**src/rtl/scalar_wb_arbiter.sv**
```systemverilog
// rtl/scalar_wb_arbiter.sv - writeback arbiter between ALU results and a load-result FIFO
module scalar_wb_arbiter #(
  parameter int WIDTH = 16,
  parameter int DEPTH = 4
) (
  input  logic                     clk,
  input  logic                     rst,
  input  logic                     alu_valid,
  output logic                     alu_ready,
  input  logic [4:0]               alu_rd,
  input  logic [WIDTH-1:0]         alu_data,
  input  logic                     mem_valid,
  output logic                     mem_ready,
  input  logic [4:0]               mem_rd,
  input  logic [WIDTH-1:0]         mem_data,
  input  logic                     issue_load,
  input  logic [4:0]               issue_rd,
  output logic [4:0]               RD,
  output logic [255:0]             WD,
  output logic                     WES,
  output logic [31:0]              pending,
  output logic [$clog2(DEPTH):0]   fifo_count
);

  localparam int PTR_W = $clog2(DEPTH);
  localparam int CNT_W = PTR_W + 1;
  localparam logic [CNT_W-1:0] FULL_CNT = CNT_W'(DEPTH);
  localparam logic [CNT_W-1:0] CNT_ONE  = CNT_W'(1);
  localparam logic [PTR_W-1:0] PTR_ONE  = PTR_W'(1);

  // Load-result storage and pointers
  logic [4:0]       fifo_rd_q   [DEPTH];
  logic [4:0]       fifo_rd_d   [DEPTH];
  logic [WIDTH-1:0] fifo_data_q [DEPTH];
  logic [WIDTH-1:0] fifo_data_d [DEPTH];
  logic [PTR_W-1:0] wr_ptr_q, wr_ptr_d;
  logic [PTR_W-1:0] rd_ptr_q, rd_ptr_d;
  logic [CNT_W-1:0] count_q, count_d;

  // Outstanding-load scoreboard and registered writeback port
  logic [31:0]      pending_q, pending_d;
  logic             wes_q, wes_d;
  logic [4:0]       rd_q, rd_d;
  logic [255:0]     wd_q, wd_d;

  // Arbitration decisions for this cycle
  logic             fifo_full;
  logic             fifo_empty;
  logic             enq;
  logic             head_commit;
  logic             alu_commit;
  logic [4:0]       head_rd;
  logic [WIDTH-1:0] head_data;

  // Full FIFO forces the head out so loads can never be starved by a busy ALU;
  // otherwise the ALU has priority and the FIFO drains in idle ALU cycles.
  always_comb begin
    fifo_full   = (count_q == FULL_CNT);
    fifo_empty  = (count_q == '0);
    mem_ready   = !fifo_full;
    alu_ready   = !fifo_full;
    enq         = mem_valid && !fifo_full;
    head_commit = fifo_full || (!alu_valid && !fifo_empty);
    alu_commit  = !fifo_full && alu_valid;
    head_rd     = fifo_rd_q[rd_ptr_q];
    head_data   = fifo_data_q[rd_ptr_q];
  end

  // FIFO storage write, pointer advance and occupancy update
  always_comb begin
    fifo_rd_d   = fifo_rd_q;
    fifo_data_d = fifo_data_q;
    wr_ptr_d    = wr_ptr_q;
    rd_ptr_d    = rd_ptr_q;
    count_d     = count_q;
    if (enq) begin
      fifo_rd_d[wr_ptr_q]   = mem_rd;
      fifo_data_d[wr_ptr_q] = mem_data;
      wr_ptr_d              = wr_ptr_q + PTR_ONE;
    end
    if (head_commit) begin
      rd_ptr_d = rd_ptr_q + PTR_ONE;
    end
    case ({enq, head_commit})
      2'b10:   count_d = count_q + CNT_ONE;
      2'b01:   count_d = count_q - CNT_ONE;
      default: count_d = count_q;
    endcase
  end

  // Pending scoreboard: clear on load commit, then set on issue so a same-register set wins
  always_comb begin
    pending_d = pending_q;
    if (head_commit) begin
      pending_d[head_rd] = 1'b0;
    end
    if (issue_load) begin
      pending_d[issue_rd] = 1'b1;
    end
  end

  // Writeback port: winner data is left-justified in the 256-bit bus, RD/WD hold when idle
  always_comb begin
    wes_d = head_commit || alu_commit;
    rd_d  = rd_q;
    wd_d  = wd_q;
    if (head_commit) begin
      rd_d             = head_rd;
      wd_d             = '0;
      wd_d[255-:WIDTH] = head_data;
    end else if (alu_commit) begin
      rd_d             = alu_rd;
      wd_d             = '0;
      wd_d[255-:WIDTH] = alu_data;
    end
  end

  // State registers; reset discards any queued load results
  always_ff @(posedge clk or posedge rst) begin
    if (rst) begin
      for (int i = 0; i < DEPTH; i++) begin
        fifo_rd_q[i]   <= '0;
        fifo_data_q[i] <= '0;
      end
      wr_ptr_q  <= '0;
      rd_ptr_q  <= '0;
      count_q   <= '0;
      pending_q <= '0;
      wes_q     <= 1'b0;
      rd_q      <= '0;
      wd_q      <= '0;
    end else begin
      fifo_rd_q   <= fifo_rd_d;
      fifo_data_q <= fifo_data_d;
      wr_ptr_q    <= wr_ptr_d;
      rd_ptr_q    <= rd_ptr_d;
      count_q     <= count_d;
      pending_q   <= pending_d;
      wes_q       <= wes_d;
      rd_q        <= rd_d;
      wd_q        <= wd_d;
    end
  end

  assign RD         = rd_q;
  assign WD         = wd_q;
  assign WES        = wes_q;
  assign pending    = pending_q;
  assign fifo_count = count_q;

endmodule

```
**config.mk**
```make
export PLATFORM = sky130hd
export DESIGN_NAME = scalar_wb_arbiter
export DESIGN_NICKNAME = d
export VERILOG_FILES = /design/src/rtl/scalar_wb_arbiter.sv
export SDC_FILE = /design/constraint.sdc
export NUM_CORES = 1
export LEC_CHECK = 0
export BUFFER_PORTS_ARGS = -buffer_cell sky130_fd_sc_hd__buf_4
export CORE_AREA = 2 2 142 179
export DETAILED_ROUTE_END_ITERATION = 12
export DIE_AREA = 0 0 144 181
export SETUP_SLACK_MARGIN = 0.3
export SYNTH_ARGS = -nofsm -noshare
export SYNTH_HDL_FRONTEND = slang
export SYNTH_SLANG_ARGS = --single-unit
```
**constraint.sdc**
```tcl
create_clock -name clk -period 5.6 [get_ports clk]
set_input_delay 0.56 -clock clk [delete_from_list [all_inputs] [get_ports clk]]
set_output_delay 0.56 -clock clk [all_outputs]
set_load 0.03 [all_outputs]
```
==> reports/qor.yml, run 1 <==
placementRows: 64
cp_max_fo: 21
powerDensity_nw_per_um2: 638.9
synth-seq-cells: 145
cp.arrival_ns: 2.93
route.detailed.wl_per_inst_um: 16.80
finalCritPeriodShare_pct: 46.91
dr.pass1.iters: 4
place_inst: 1160
fill_cells: 2388
numCtsBuffers: 17
vdd.ir_drop.worst_mv: 0.3452
cts_tree: "yes"
muxShareOfSynthArea_pct: 18.99
die_area_um2: 26060
place.gp.congestion: 0.7883
coreArea_um2: 24260
setup_viol_count_final: 0
htreeDepth: 4
syn_inst: 744
area_growth_pct: 9.520
ios: 351
required_ns: 5.90
grt_pass1_vias: 4685
cp-start-kind: "register"
syn-cell-area_um2: 8438
path_clk_slew_ns: 0.06
slew_headroom_pct: 29.51
crit_type: "register to register"
ys_types: 49
drive_above_1_share_pct: 30.00
num_vias: 5097
outcome: "completed"
synth-xor-area-share_pct: 0.6228
p_leak_nw: 4.360
dp_hpwl_um: 14990
grt_usage_pct: 15.17
grt.overflow.total: 0
final.setup.tns_ns: 0
cts.sinks: 145
cts.repair.resized: 0
antenna-diode-count: 0
cts_hold_buf: 0
drc_errors: 0
syn_avg_cell_area_um2: 11.34
ys_seq_area_share_pct: 43.00
stdcell_area_um2: 9241
wl_um: 19990
fin_nets: 907
io_buffers: 110
slew_violations: 0
synth_ff_type: "dfrtp_1"
ys_async_sr_fraction_pct: 100.0
synth_edf_count: 0
cap_violations: 0
synth_warnings: 0
synth_top_family_by_area: "buffers and inverters"
endpoint_kind: "register"
postCtsSetupBuffers: 0
dpl_cell_area_um2: 8650
insertion_delay_ns: 0.42
hp-class: "primary input to asynchronous set/reset pin"
die_w_um: 144
grt_max_degree: 96
tightest_slew_ns: 1.055
dieHeight_um: 181
min_period_ns: 2.627
ctsRootBufferMaster: "clkbuf_16"
antenna_found_initial: 0
start_util_pct: 34.78
seqCellArea_um2: 3628
timing.final.hold_violations: 0
drt_iter0_drc: 218
rsz0062_at_grt: "no"
multiInputGateArea_um2: 3676
cts_buffer_depth: 2
clock-skew-final_ns: 0.008401
ant_nets: 0
synthSimpleGateAreaFrac_pct: 5.575
synth-compound-area-share_pct: 6.643
viasPerCell: 4.283
fmax_ghz: 0.3807
grt_pass1_wl_um: 29060
final_cells: 1190
p_total_mw: 5.904
synthAdderAreaFrac_pct: 0.9786
## cell families after synthesis
kind of cell	Yosys count
compound gates	88
xor+xnor	6
fa+ha+maj	6
buf+inv	282
flops	145
mux	123
other cells	1
simple gates	93
## worst max-delay path, stage by stage, from the launching register on
cell	delay, ns
dfrtp_1	0.50
nor3b_4	0.35
inv_2	0.15
and2_1	0.27
nand2_1	0.80
mux2_2	0.42
## state kept, by name, indices dropped and copies added (netlist names), 2 cells and up
name and count:
RD 5, fifo_count 3, fifo_rd_q 20, WD 16
rd_ptr_q 2, wr_ptr_q 2, fifo_data_q 64, pending 32
## cell type report
class	count	share of cell area, %
inverters	11	0.5009
well taps	330	4.468
multi-input cells	556	39.78
clock inverters	10	1.462
clock buffers	20	4.942
repair buffers	118	9.586
flip-flops and latches	145	39.26
## per-layer routing
metal  wire (µm)  GRT usage (%)  up-vias
met4         284          4.667        0
met2       10290          25.43      249
met3        1579          4.824       22
met1        7830          18.53     2530
li1            -              -     2296
met5           0              0        -
## path summary, 6_finish.rpt
kind                       cells past startpoint                       from                           to  slack (ns)
max reg2reg                                    5  fifo_count[2]$_DFFE_PP0P_  fifo_data_q[49]$_DFFE_PP0P_        2.97
max in group asynchronous                      3                        rst          WD[254]$_DFFE_PP0P_        4.09
max                                            5  fifo_count[2]$_DFFE_PP0P_  fifo_data_q[49]$_DFFE_PP0P_        2.97
min in group clk                               3                  alu_rd[1]            RD[1]$_DFFE_PP0P_        0.38
min reg2reg                                    2        WD[240]$_DFFE_PP0P_          WD[240]$_DFFE_PP0P_        0.49
min                                            2                        rst         pending[0]$_DFF_PP0_        0.31
## per-stage QoR
step                util [%]  hold slack (ns)  setup WS [ns]
floorplan                  -           0.4589          1.145
global placement       35.65           0.4715          3.028
detailed placement     35.65           0.4776          2.981
CTS                    38.09           0.3476          2.962
global route           38.09           0.3750          2.780
finish                 38.09           0.3128          2.973
## cell usage after synthesis, types with 2 or more instances
cell type	n	area, µm²
buf_4	248	1862
dfrtp_1	145	3628
mux2_2	81	912.1
o21ai_0	44	220.2
nand2_1	34	127.6
nor2_1	22	82.58
mux4_2	20	450.4
mux2i_1	18	180.2
clkbuf_1	13	48.80
inv_1	10	37.54
a21oi_1	8	40.04
nand3b_1	7	52.55
nor3_1	7	35.03
o31ai_1	7	52.55
o41ai_1	7	61.31
a22oi_1	6	45.04
buf_2	5	25.02
ha_1	5	62.56
o32a_1	5	50.05
buf_6	4	45.04
nand3_1	4	20.02
and2_1	3	18.77
mux2_1	3	33.78
o21ai_1	3	15.01
xnor2_1	3	26.28
xor2_1	3	26.28
a31oi_1	2	12.51
nand2b_1	2	12.51
nor3b_1	2	15.01
nor4_1	2	12.51
or2_1	2	12.51
or3b_2	2	17.52
## report_power, final
part / switching, mW / internal (mW) / total (mW)
logic: 1.70 / 1.14 / 2.84
clock network: 0.434 / 0.718 / 1.15
registers: 0.329 / 1.58 / 1.91
total: 2.46 / 3.44 / 5.90
## cell usage in the layout (no fill, tap or decap), types with 8 or more instances in the layout
cell	synthesis	routed
o21ai_0	44	44
mux2_2	81	81
dfrtp_1	145	145
buf_4	248	118
a21oi_1	8	8
inv_1	10	9
clkbuf_16	0	17
conb_1	1	240
nor2_1	22	22
mux2i_1	18	18
mux4_2	20	20
nand2_1	34	34
No activity file was read; power rests on OpenSTA's default activity.
==> run 2, diff against run 1 <==
==> constraint.sdc (replaced) <==
create_clock -name clk -period 2.4 [get_ports clk]
set_input_delay 0.24 -clock clk [delete_from_list [all_inputs] [get_ports clk]]
set_output_delay 0.24 -clock clk [all_outputs]
set_load 0.03 [all_outputs]
==> run 2 against run 1 <==
  * Hold slack worse by 0.27 ns
  * Non-clock buffer count grew 31
  * Sequential cell count unchanged
  * Critical path type unchanged
  * Largest cell class unchanged
==> reports/qor.yml, run 2 (synthesis gave the netlist of run 1 again) <==
outcome: "completed"
ctsRootBufferMaster: "clkbuf_16"
dp_hpwl_um: 14070
hp-class: "primary input to register"
cp_max_fo: 5
cts_tree: "yes"
vdd.ir_drop.worst_mv: 0.8300
ios: 351
largest_reg_flops: 64
layout_common_cells: "conb_1 (240), buf_4 (146), dfrtp_1 (141)"
antenna_found_initial: 0
numCtsBuffers: 17
final.setup.tns_ns: 0
endpoint_kind: "register"
wl_um: 19500
final_common_cell: "conb_1"
dpl_cell_area_um2: 8768
cap_violations: 0
slew_violations: 0
drc_errors: 0
clock-skew-final_ns: 0.01317
grt_pass1_wl_um: 28210
final_util_pct: 39.54
die_w_um: 144
hold_path_end: "fifo_rd_q[4]$_DFFE_PP0P_"
crit_type: "register to register"
cp.arrival_ns: 2.34
grt_max_degree: 79
r2r-start: "fifo_count[0]$_DFFE_PP0P_"
ant_nets: 0
coreArea_um2: 24260
grt.overflow.total: 0
fill_cells: 2385
place_inst: 1169
start_util_pct: 34.78
num_vias: 5326
fmax_ghz: 0.4929
multiInputGateArea_um2: 3720
holdCritStartpoint: "mem_rd[4]"
drt_iter0_drc: 257
cts_buffer_depth: 2
grt_pass1_vias: 4862
setup_viol_count_final: 0
dp_worst_setup_slack_ns: 0.3024
startpoint: "fifo_count[0]$_DFFE_PP0P_"
largest_register: "fifo_data_q"
place.gp.congestion: 0.8187
fin_nets: 939
cp-start-kind: "register"
rrSetupSlack_ns: 0.37
io_buffers: 110
dr.pass1.iters: 4
die_area_um2: 26060
seqCellArea_um2: 3633
viasPerCell: 4.351
stdcell_area_um2: 9593
timing.final.hold_violations: 0
finalCritPeriodShare_pct: 84.53
p_leak_nw: 4.528
cts.sinks: 145
dieHeight_um: 181
route.detailed.wl_per_inst_um: 15.93
antenna-diode-count: 0
insertion_delay_ns: 0.44
final_cells: 1224
area_growth_pct: 13.69
grt_usage_pct: 14.43
r2r-end: "fifo_count[2]$_DFFE_PP0P_"
required_ns: 2.71
htreeDepth: 4
placementRows: 64
fin_ws_ns: 0.3712
min_period_ns: 2.029
rsz0062_at_grt: "yes"
path_clk_slew_ns: 0.06
powerDensity_nw_per_um2: 1495
holdPathStages: 2
r2r.worst_path.cells: 9
drive_above_1_share_pct: 33.56
[run 2: cell types whose count changed in the layout (fill, tap and decap cells not counted), sizes merged]
cell         delta
dlygate4sd3     +1
clkbuf          -3
bufinv          +1
mux4            +1
buf            +30
clkinv          -1
inv             +2
clkinvlp        +3
[run 2: where the power goes]
group	internal (mW)	switching (mW)	leakage, nW	total, mW
combinational	3.08	3.94	2.50	7.02
clock	1.75	1.10	0.301	2.85
sequential	3.71	0.776	1.73	4.48
[run 2: worst max-delay path by stage]
| stage | end | slack, ns |
|---|---|---|
| after floorplan | fifo_count[2]$_DFFE_PP0P_ | 0.14 |
| after global placement | pending[9]$_DFF_PP0_ | 0.30 |
| after detailed placement | pending[9]$_DFF_PP0_ | 0.30 |
| after CTS | fifo_count[2]$_DFFE_PP0P_ | 0.30 |
| after global routing | fifo_count[2]$_DFFE_PP0P_ | 0.26 |
| final | fifo_count[2]$_DFFE_PP0P_ | 0.37 |
[run 2: metal layers]
layer	vias up	global-route usage (%)	share of wire, %
met5	-	0	0
li1	2373	-	-
met3	30	4.824	9.1
met2	274	24.34	52
met1	2649	16.88	36
met4	0	5.490	2.2
[run 2: area by class of cell]
class	count	area share, %
clock inverters	15	2.139
multi-input cells	557	38.78
inverters	11	0.5217
repair buffers	149	11.95
flip-flops and latches	145	37.88
clock buffers	17	4.435
well taps	330	4.304
[run 2: stage by stage]
step	hold slack, ns	total power [mW]
6_report	0.04653	14.34
5_1_grt	0.04904	15.16
4_1_cts	0.03214	14.05
3_5_place_dp	0.2078	11.14
3_3_place_gp	0.2111	11.02
2_1_floorplan	0.3498	9.469
[run 2: timing repair]
action                                  in CTS  in global routing
gates resized for setup                      0                  0
endpoints found under the setup margin       1                  7
pin swaps                                    0                  2
gates cloned                                 0                  1
endpoints found under the hold margin        7                  0
buffers inserted                             1                 20
hold buffers                                 1                  0
[run 2: worst max-delay path, cell delays in order (launching register included)]
cell and delay [ns]:
dfrtp_2 0.44, buf_4 0.15, o21bai_1 0.35, nand2_1 0.19, ha_4 0.20, inv_2 0.06, fa_2 0.19, xor2_1 0.14
nor2_1 0.06, xor2_1 0.13
==> run 3, diff against run 2 <==
--- a/config.mk
+++ b/config.mk
@@ -5,10 +5,11 @@
 export SDC_FILE = /design/constraint.sdc
 export NUM_CORES = 1
 export LEC_CHECK = 0
+export ABC_AREA = 1
 export BUFFER_PORTS_ARGS = -buffer_cell sky130_fd_sc_hd__buf_4
-export CORE_AREA = 2 2 142 179
+export CORE_AREA = 2 2 143 180
 export DETAILED_ROUTE_END_ITERATION = 12
-export DIE_AREA = 0 0 144 181
+export DIE_AREA = 0 0 145 182
 export SETUP_SLACK_MARGIN = 0.3
 export SYNTH_ARGS = -nofsm -noshare
 export SYNTH_HDL_FRONTEND = slang
==> constraint.sdc (replaced) <==
create_clock -name clk -period 1.9 [get_ports clk]
set_input_delay 0.19 -clock clk [delete_from_list [all_inputs] [get_ports clk]]
set_output_delay 0.19 -clock clk [all_outputs]
set_load 0.03 [all_outputs]
==> run 3 against run 2 <==
  * Critical endpoint unchanged
  * Critical path type unchanged
  * Count of clock-buffer cells in the layout rose by 3
  * Non-clock buffer count rose by 4
  * Final cell count increased by 26%
  * First-iteration DRC count grew 74%
  * Largest power group unchanged
  * Utilization is 1.5 points higher
  * Design area up 6.0%
  * Fmax grew 9.5%
  * Sequential cell count unchanged
  * Die area rose by 1.3%
  * Hold slack worse by 0.012 ns
  * Clock skew fell by 0.0066 ns
==> reports/qor.yml, run 3 <==
rsz0062_at_grt: "yes"
synth.most_common_cell: "nand2_1"
grt.overflow.total: 0
yosysTopAreaCellShare_pct: 42.70
grt_pass1_wl_um: 31620
synth_warnings: 0
viasPerCell: 4.255
ios: 351
placementRows: 65
grt_pass1_vias: 5763
io_buffers: 110
syn-cell-area_um2: 8497
drive_above_1_share_pct: 22.79
cts.sinks: 145
final.setup.tns_ns: 0
p_leak_nw: 5.180
cts_buffer_depth: 2
area_growth_pct: 19.66
stdcell_area_um2: 10170
yosys-top-cells-area: "dfrtp_1 (43%), buf_4 (21%), nand2_1 (13%)"
outcome: "completed"
vdd.ir_drop.worst_mv: 0.8149
start_util_pct: 34.25
grt_busiest_layer: "met2"
synth-seq-cells: 145
met1_usage_pct: 18.36
ctsRootBufferMaster: "clkbuf_16"
drt_iter0_drc: 447
dp_hpwl_um: 14700
place_inst: 1489
ant_nets: 0
slew_violations: 0
dpl_cell_area_um2: 8861
fin_nets: 1256
dieHeight_um: 182
crit_type: "register to register"
clock-skew-final_ns: 0.006614
finalCritPeriodShare_pct: 97.49
cp.arrival_ns: 2.15
powerDensity_nw_per_um2: 1863
wl_um: 21690
yosys.area.top_type: "dfrtp_1"
ys_types: 25
insertion_delay_ns: 0.42
syn_inst: 1062
final_common_cell: "nand2_1"
htreeDepth: 4
route.detailed.wl_per_inst_um: 14.02
worst_hold_slack_ns: 0.03457
cp-start-kind: "register"
numCtsBuffers: 17
synth_common_cells: "nand2_1 (303), buf_4 (243), dfrtp_1 (145)"
tightest_slew_ns: 0.6125
coreArea_um2: 24810
drc_errors: 0
fmax_ghz: 0.5398
grt_usage_pct: 15.49
antenna_found_initial: 2
die_area_um2: 26390
use_met2_pct: 26.76
place.gp.congestion: 0.7948
synth_edf_count: 0
num_vias: 6582
ys_seq_area_share_pct: 42.70
synth_ff_type: "dfrtp_1"
ys_async_sr_fraction_pct: 100.0
endpoint_kind: "register"
hp-class: "primary input to register"
dr.pass1.iters: 5
cap_violations: 0
layout_common_cells: "nand2_1 (283), conb_1 (240), dfrtp_1 (141)"
slew_headroom_pct: 59.16
largest_register: "fifo_data_q"
die_w_um: 145
final_cells: 1547
grt.met3_usage_pct: 3.015
required_ns: 2.20
timing.final.hold_violations: 0
cp_max_fo: 3
min_period_ns: 1.852
path_clk_slew_ns: 0.06
largest_reg_flops: 64
cts_tree: "yes"
setup_viol_count_final: 0
grt_max_degree: 96
syn_avg_cell_area_um2: 8.001
==> run 3: changes by cell type in the layout (fill, tap and decap cells not counted), sizes merged, moves of 8 or more <==
| cell | before | now |
|---|---|---|
| inv | 14 | 54 |
| mux2 | 84 | 0 |
| o31ai | 8 | 0 |
| mux2i | 18 | 0 |
| mux4 | 22 | 0 |
| o21ai | 47 | 140 |
| nand3 | 4 | 35 |
| nor2 | 22 | 66 |
| nand2 | 34 | 314 |
==> run 3: worst paths after layout <==
path	from	endpoint	slack, ns	cells after the start
worst max-delay path	fifo_count[0]$_DFFE_PP0P_	fifo_count[2]$_DFFE_PP0P_	0.05	9
worst min-delay path	alu_data[11]	WD[251]$_DFFE_PP0P_	0.03	3
worst max register to register	fifo_count[0]$_DFFE_PP0P_	fifo_count[2]$_DFFE_PP0P_	0.05	9
worst min register to register	pending[27]$_DFF_PP0_	pending[27]$_DFF_PP0_	0.48	2
max in group asynchronous	rst	fifo_data_q[42]$_DFFE_PP0P_	0.90	4
min in group asynchronous	rst	WES$_DFF_PP0_	0.20	3
==> run 3: power by group <==
| group | switching (mW) | total [mW] | leakage [nW] | internal (mW) |
|---|---|---|---|---|
| Combinational | 6.52 | 10.1 | 3.13 | 3.57 |
| Sequential | 1.01 | 5.60 | 1.78 | 4.59 |
| Clock | 1.32 | 3.26 | 0.267 | 1.94 |
| Total | 8.85 | 18.9 | 5.18 | 10.1 |
==> run 3: cells by family after synthesis <==
logic type | Yosys count | share of synthesized area, %
simple gates | 427 | 20.79
compound gates | 150 | 9.012
other cells | 1 | 0.04413
buf+inv | 329 | 26.06
flops | 145 | 42.70
fa+ha+maj | 6 | 0.9719
xor+xnor | 4 | 0.4124
==> run 3: final cells by class <==
| cell class | instances | area (µm²) |
|---|---|---|
| Tap cell | 335 | 419.2 |
| Fill cell | 2478 | 14640 |
| Antenna cell | 1 | 2.502 |
| Clock buffer | 20 | 436.7 |
| Inverter | 51 | 224.0 |
| Multi-Input combinational cell | 827 | 3941 |
| Sequential cell | 145 | 3633 |
| Timing Repair inverter | 3 | 28.78 |
| Timing Repair Buffer | 153 | 1346 |
| Clock inverter | 12 | 135.1 |
==> run 3: worst max-delay path: stages, from the launching register on <==
cell and delay (ns):
dfrtp_2 0.43, nor2_4 0.19, nor2_4 0.05, nor2_4 0.15, ha_4 0.16, inv_4 0.03
fa_2 0.34, a21oi_2 0.14, o21ai_1 0.09, xor2_1 0.14
==> run 3: per-layer routing <==
layer / part of all wire (%) / up-vias
met5: 0.055 / -
met4: 4.2 / 2
met3: 5.9 / 48
met2: 51 / 304
met1: 39 / 3092
li1: - / 3136
==> run 3: stage by stage <==
stage	setup WS [ns]	total power, mW	utilization, %
after floorplan	-0.2656	11.62	-
after global placement	0.09004	13.78	35.72
after detailed placement	0.08965	13.90	35.72
after CTS	0.1235	17.77	38.87
after global routing	-0.02428	20.19	40.99
final	0.04763	18.94	40.99
==> run 3: repair_timing <==
item,CTS,global route
hold endpoints to repair,96,0
hold buffers,1,0
gates resized for setup,33,113
cloned,3,6
setup endpoints to repair,50,74
pin swaps,14,27
setup buffers,9,6
